--- src/rtl/oven_control_if.sv ---
// Panel and timer signal bundle for oven_control.
// master: panel buttons and timer feedback side; slave: the controller.
interface oven_control_if;
  logic       btn_up;
  logic       btn_down;
  logic       btn_start;
  logic       btn_stop;
  logic       door_open;
  logic [3:0] current_time;
  logic [3:0] set_time;
  logic       start_timer;
  logic       stop;
  logic       heater;
  logic       buzzer;
  logic [1:0] state;

  modport master (
    output btn_up, btn_down, btn_start, btn_stop, door_open, current_time,
    input  set_time, start_timer, stop, heater, buzzer, state
  );

  modport slave (
    input  btn_up, btn_down, btn_start, btn_stop, door_open, current_time,
    output set_time, start_timer, stop, heater, buzzer, state
  );
endinterface

--- src/rtl/oven_control.sv ---
// Oven front-end: button conditioning, cook-time programming and timer control.
// Optional macro OVEN_HOLD_REPEAT_EN adds auto-repeat for held up/down buttons.
module oven_control #(
  parameter int MAX_TIME      = 15,
  parameter int DONE_CYCLES   = 8,
  parameter int REPEAT_CYCLES = 8
) (
  input  logic          clk,
  input  logic          rst_n,
  oven_control_if.slave bus
);

  typedef enum logic [1:0] {IDLE = 2'd0, RUN = 2'd1, PAUSE = 2'd2, DONE = 2'd3} state_t;
  localparam int BW = $clog2(DONE_CYCLES + 1);

  genvar gi;

  state_t         state_reg, state_next;
  logic [3:0]     set_time_reg, set_time_next;
  logic [BW-1:0]  buzz_cnt_reg, buzz_cnt_next;
  logic           start_timer_reg, stop_reg, heater_reg, buzzer_reg;

  logic [4:0]     raw, lvl;
  logic [3:0]     press;
  logic           up_p, down_p, start_p, stop_p, door;
  logic           step_up, step_down;

  assign raw = {bus.door_open, bus.btn_stop, bus.btn_start, bus.btn_down, bus.btn_up};

  for (gi = 0; gi < 5; gi++) begin : g_sync
    logic s1_reg, s2_reg;
    always_ff @(posedge clk or negedge rst_n) begin
      if (!rst_n) begin
        s1_reg <= 1'b0;
        s2_reg <= 1'b0;
      end else begin
        s1_reg <= raw[gi];
        s2_reg <= s1_reg;
      end
    end
    assign lvl[gi] = s2_reg;
  end

  // Registered edge pulse: a press sampled at edge k acts at edge k+3.
  for (gi = 0; gi < 4; gi++) begin : g_edge
    logic prev_reg, press_reg;
    always_ff @(posedge clk or negedge rst_n) begin
      if (!rst_n) begin
        prev_reg  <= 1'b0;
        press_reg <= 1'b0;
      end else begin
        prev_reg  <= lvl[gi];
        press_reg <= lvl[gi] & ~prev_reg;
      end
    end
    assign press[gi] = press_reg;
  end

  assign up_p    = press[0];
  assign down_p  = press[1];
  assign start_p = press[2];
  assign stop_p  = press[3];
  assign door    = lvl[4];

`ifdef OVEN_HOLD_REPEAT_EN
  localparam int RW = $clog2(REPEAT_CYCLES + 1);
  logic [1:0] held, rep_step;
  assign held = {g_edge[1].prev_reg, g_edge[0].prev_reg};

  // Armed by the press pulse so a hold carried in from another state never repeats.
  for (gi = 0; gi < 2; gi++) begin : g_rep
    logic          armed_reg;
    logic [RW-1:0] hold_cnt_reg;
    logic          hit;
    assign hit = armed_reg && held[gi] && (hold_cnt_reg == RW'(REPEAT_CYCLES - 1));
    always_ff @(posedge clk or negedge rst_n) begin
      if (!rst_n) begin
        armed_reg    <= 1'b0;
        hold_cnt_reg <= '0;
      end else if (state_reg != IDLE || !held[gi]) begin
        armed_reg    <= 1'b0;
        hold_cnt_reg <= '0;
      end else if (press[gi]) begin
        armed_reg    <= 1'b1;
        hold_cnt_reg <= '0;
      end else if (armed_reg) begin
        hold_cnt_reg <= hit ? '0 : hold_cnt_reg + 1'b1;
      end
    end
    assign rep_step[gi] = hit && !press[gi];
  end

  assign step_up   = up_p | rep_step[0];
  assign step_down = down_p | rep_step[1];
`else
  assign step_up   = up_p;
  assign step_down = down_p;
`endif

  always_comb begin
    state_next    = state_reg;
    set_time_next = set_time_reg;
    buzz_cnt_next = '0;
    case (state_reg)
      IDLE: begin
        if (stop_p) begin
          state_next = IDLE;
        end else if (start_p) begin
          if (set_time_reg != 4'd0 && !door) state_next = RUN;
        end else if (step_up && !step_down) begin
          if (set_time_reg != 4'(MAX_TIME)) set_time_next = set_time_reg + 4'd1;
        end else if (step_down && !step_up) begin
          if (set_time_reg != 4'd0) set_time_next = set_time_reg - 4'd1;
        end
      end
      RUN: begin
        if (stop_p)                         state_next = IDLE;
        else if (door)                      state_next = PAUSE;
        else if (bus.current_time <= 4'd1)  state_next = DONE;
      end
      PAUSE: begin
        if (stop_p)                state_next = IDLE;
        else if (start_p && !door) state_next = RUN;
      end
      DONE: begin
        if (stop_p)                                        state_next = IDLE;
        else if (buzz_cnt_reg == BW'(DONE_CYCLES - 1))     state_next = IDLE;
        else                                               buzz_cnt_next = buzz_cnt_reg + 1'b1;
      end
      default: state_next = IDLE;
    endcase
  end

  // Outputs are decoded from the next state so they change on the same edge as the state.
  always_ff @(posedge clk or negedge rst_n) begin
    if (!rst_n) begin
      state_reg       <= IDLE;
      set_time_reg    <= 4'd0;
      buzz_cnt_reg    <= '0;
      start_timer_reg <= 1'b0;
      stop_reg        <= 1'b1;
      heater_reg      <= 1'b0;
      buzzer_reg      <= 1'b0;
    end else begin
      state_reg       <= state_next;
      set_time_reg    <= set_time_next;
      buzz_cnt_reg    <= buzz_cnt_next;
      start_timer_reg <= (state_next == RUN);
      stop_reg        <= (state_next == IDLE);
      heater_reg      <= (state_next == RUN);
      buzzer_reg      <= (state_next == DONE);
    end
  end

  assign bus.state       = state_reg;
  assign bus.set_time    = set_time_reg;
  assign bus.start_timer = start_timer_reg;
  assign bus.stop        = stop_reg;
  assign bus.heater      = heater_reg;
  assign bus.buzzer      = buzzer_reg;

endmodule

--- src/flat_wrapper.sv ---
// flat-port wrapper written by rule: the top's interface ports become plain ports
module oven_control_flat 
#(
  parameter int MAX_TIME      = 15,
  parameter int DONE_CYCLES   = 8,
  parameter int REPEAT_CYCLES = 8
)
  (clk, rst_n, bus_btn_up, bus_btn_down, bus_btn_start, bus_btn_stop, bus_door_open, bus_current_time, bus_set_time, bus_start_timer, bus_stop, bus_heater, bus_buzzer, bus_state);
  oven_control_if bus_i ();
  input  logic clk;
  input  logic rst_n;
  input wire logic [$bits(bus_i.btn_up)-1:0] bus_btn_up;
  input wire logic [$bits(bus_i.btn_down)-1:0] bus_btn_down;
  input wire logic [$bits(bus_i.btn_start)-1:0] bus_btn_start;
  input wire logic [$bits(bus_i.btn_stop)-1:0] bus_btn_stop;
  input wire logic [$bits(bus_i.door_open)-1:0] bus_door_open;
  input wire logic [$bits(bus_i.current_time)-1:0] bus_current_time;
  output wire logic [$bits(bus_i.set_time)-1:0] bus_set_time;
  output wire logic [$bits(bus_i.start_timer)-1:0] bus_start_timer;
  output wire logic [$bits(bus_i.stop)-1:0] bus_stop;
  output wire logic [$bits(bus_i.heater)-1:0] bus_heater;
  output wire logic [$bits(bus_i.buzzer)-1:0] bus_buzzer;
  output wire logic [$bits(bus_i.state)-1:0] bus_state;
  assign bus_i.btn_up = bus_btn_up;
  assign bus_i.btn_down = bus_btn_down;
  assign bus_i.btn_start = bus_btn_start;
  assign bus_i.btn_stop = bus_btn_stop;
  assign bus_i.door_open = bus_door_open;
  assign bus_i.current_time = bus_current_time;
  assign bus_set_time = bus_i.set_time;
  assign bus_start_timer = bus_i.start_timer;
  assign bus_stop = bus_i.stop;
  assign bus_heater = bus_i.heater;
  assign bus_buzzer = bus_i.buzzer;
  assign bus_state = bus_i.state;
  oven_control #(.MAX_TIME(MAX_TIME), .DONE_CYCLES(DONE_CYCLES), .REPEAT_CYCLES(REPEAT_CYCLES)) u_core (.clk(clk), .rst_n(rst_n), .bus(bus_i));
endmodule
--- config.mk ---
export PLATFORM = sky130hd
export DESIGN_NAME = oven_control_flat
export DESIGN_NICKNAME = d
export VERILOG_FILES = /design/src/rtl/oven_control_if.sv /design/src/rtl/oven_control.sv /design/src/flat_wrapper.sv
export SDC_FILE = /design/constraint.sdc
export NUM_CORES = 1
export LEC_CHECK = 0
export BUFFER_PORTS_ARGS = -buffer_cell sky130_fd_sc_hd__buf_2
export CAP_MARGIN = 20
export CORE_MARGIN = 3
export CORE_UTILIZATION = 48
export CTS_BUF_LIST = sky130_fd_sc_hd__clkbuf_8 sky130_fd_sc_hd__clkbuf_16
export DETAILED_ROUTE_END_ITERATION = 7
export GPL_TIMING_DRIVEN = 1
export PLACE_DENSITY = 0.69
export RECOVER_POWER = 25
export SLEW_MARGIN = 10
export SYNTH_ARGS = -nofsm -noshare
export SYNTH_HDL_FRONTEND = slang
export SYNTH_SLANG_ARGS = --single-unit
--- constraint.sdc ---
create_clock -name clk -period 1.85 [get_ports clk]
set_clock_uncertainty 0.05 [all_clocks]
set_input_delay 0.555 -clock clk [delete_from_list [all_inputs] [get_ports clk]]
set_output_delay 0.555 -clock clk [all_outputs]
set_load 0.02 [all_outputs]
==> results by group <==
GRT
  – GR Util All Layers: between 10 and 15%
  – Gr ovfl total: 0
  – Initial antenna violation count: 0
  – Vias in the first global route: approximately 780
  – First-pass GRT wire length: about 3300 um
  – Pin count of the biggest net entering global routing: 32

Synth
  – Post-Syn Instances: slightly below 90
  – Avg Inst Size Synth: about 13 um^2
  – Top post-synthesis cells by area: dfrtp_1 63%, ha_1 4.2%, nor2b_1 3.2%, dfstp_2 2.2%, xor2_1 2.2%
  – Yosys cell types: 32
  – Synthesized area: roughly 1200 um^2
  – Synth area leader: dfrtp_1
  – Most common cell in the netlist: dfrtp_1
  – Seq cells post-synth: 31
  – Yosys warning total: 0
  – Synth top area share: a little over three fifths
  – EDFF count, synth: 0
  – Primary FF master, synth: dfrtp_1
  – Async set-reset flop share out of synthesis: 100%
  – Seq/Total Area, Yosys: 65.5%
  – Commonest cells in the netlist: 30 x dfrtp_1, 6 x nor2_1, 6 x nor2b_1
  – Post-synth net total: 105

Status
  – Outcome: complete, no violations

Critical path
  – Worst path most repeated cell: ha_4
  – Crit-path leading delay family: simple AND/OR/NAND/NOR gates
  – CP Class: flip-flop to flip-flop
  – Buf/Inv on CP: 2
  – Endpoint class of the critical path: flip-flop
  – Critical Path AT: just under 2 ns
  – CP max stage delay: about 0.46 ns
  – Worst EP required: ~2.0 ns
  – Type of origin of the critical path: flip-flop
  – CP Max Fanout: 5
  – Critical path, cell by cell: inv_2 -> ha_4 -> inv_4 -> ha_4 -> a21oi_4 -> a31oi_1 -> or4_1 -> o21ai_1
  – Slowest stage cell, crit path: or4_1

Power and ir drop
  – Internal power: between 1 and 1.5 mW
  – Sequential power share: 43.8%
  – Peak supply drop: slightly above 0.0008 V
  – Comb pwr share: a little under a third
  – Lkg Pwr: between 0.6 and 0.7 nW
  – Switching power total: approximately 670 uW
  – Switch share: between 30% and 40%
  – PD cells: between 1000 and 1500 nW/um^2
  – Clk pwr share: 25.8%

Clocking
  – CTS tree: done
  – CTS clk-pin slew, worst paths: about 0.07 ns
  – CTS buffer count: 5
  – Clk buf depth: 2
  – Clock net sink count: 31
  – Clock latency on the worst-skew pair: 0.28 ns
  – CTS root buffer: clkbuf_8
  – CTS H-tree depth: 2

Detailed routing
  – Detailed Route Iter0 Violations: 6
  – Post-route ant nets: 0
  – DRT Wirelength: 1910 um
  – Vias: between 700 and 800
  – WL/cell: around 13 um
  – Drt first pass iters: 4
  – Drt via density: approximately 5.1
  – DRC viols: 0

Timing
  – Slew Limit Fails: 0
  – RSZ-0062 raised after global routing: true
  – Setup ws final: 0.0218 ns
  – Maximum clock rate: approximately 550 MHz
  – Hold WS: around 0.25 ns
  – Max transition margin: 56.9%
  – Fin Setup TNS: 0 ns
  – Period utilization: a little over nine tenths
  – Final setup vio count: 0
  – Final hold vios: 0
  – Measured slew at the worst slew-check pin: roughly 0.65 ns
  – Final min period: roughly 1.8 ns

Placed design
  – DP HPWL: 1340 um
  – PortBufs: 19
  – Worst slack, placed: -0.0343 ns
  – RePlAce Congestion: approximately 0.73
  – Post-DP Area: 1350 um^2

Finish
  – Share of cells above drive strength 1: ~40%
  – # nets final: approximately 130
  – Area Growth Syn to Fin: 25.6%
  – Multi-input gate area in the final layout: 447 um^2
  – Register area: about 780 um^2
  – Max reg flops: 5
  – Ant. Diodes: 0
  – Fill cells: around 170
  – Final Core Density: about two thirds
  – Fin area: 1490 um^2

Worst hold path
  – Min-Delay Path Class: input pin to async pin

Die
  – Die area: about 3100 um^2
  – Core ar.: between 2000 and 2500 um^2
  – IO Pins: 21
  – FP Rows: 17
  – Die Y: approximately 56 um
  – Chip width: about 56 um
  – Initial core utilization: between 50% and 60%

Job
  – Max-Cap Viols: 0
-- power by group through the flow --
stage	Sequential (mW)	Combinational [mW]	Clock, mW
after global placement	0.865	0.486	0
after floorplan	0.937	0.269	0
after global routing	0.885	0.661	0.559
after CTS	0.862	0.570	0.525
final	0.865	0.599	0.510
after detailed placement	0.872	0.503	0
-- metal layers --
layer  part of all wire, %  track usage (%)  routed length, um
met1                    42             15.5                804
met2                    52             24.0                992
met3                   4.1             5.10                 78
met4                   1.7             8.33                 32
met5                     0                0                  0
-- worst paths after layout --
check                                        start                    endpoint  slack, ns  cells after the start
setup / recovery                     u_core.down_p      u_core.bus.set_time[3]       0.02                      8
hold / removal                               rst_n      u_core.bus.set_time[3]       0.25                      1
setup reg to reg                     u_core.down_p      u_core.bus.set_time[3]       0.02                      8
hold reg to reg            u_core.g_sync[4].s1_reg                 u_core.door       0.30                      0
max in group asynchronous                    rst_n  u_core.g_edge[0].press_reg       1.08                      1
min in group clk           u_core.g_sync[4].s1_reg                 u_core.door       0.30                      0
-- metrics by stage --
step	power, mW	instances
floorplan	1.21	89
global placement	1.35	137
detailed placement	1.38	137
CTS	1.96	146
global route	2.10	146
finish	1.97	146
-- cell type report --
type                    instances  share of cell area, %
repair buffers                 23                   8.40
well taps                      28                   2.35
flip-flops and latches         31                   52.1
clock buffers                   5                   4.62
multi-input cells              52                   30.0
clock inverters                 3                   1.34
inverters                       4                   1.18
-- logic make-up after synthesis --
kind of cell / count (synthesis) / synth area share [%]
DFF: 31 / 65.5
muxes: 3 / 2.74
and+or+nand+nor: 31 / 15.1
adders and majority gates: 5 / 5.91
AOI/OAI and AO/OA: 9 / 5.49
xor gates and xnor gates: 4 / 2.95
buffers and inverters: 6 / 2.32
-- timing repair --
item,CTS,global route
resized for setup,7,3
hold buffers,0,0
pin swaps,2,1
setup endpoints to repair,1,3
setup buffers,1,0
-- placed cells by master, fill, tap and decap left out, types with 2 or more instances in the layout --
cell        instances
clkinvlp_4          2
nor2b_1             6
inv_1               2
buf_2              19
buf_4               4
xor2_1              3
dfrtp_1            30
nand2_1             3
mux2_2              2
nand3_1             3
nor2_1              6
clkbuf_8            5
nor3_1              2
ha_1                2
ha_4                2
Note: power is estimated with default switching activity, not from simulation.
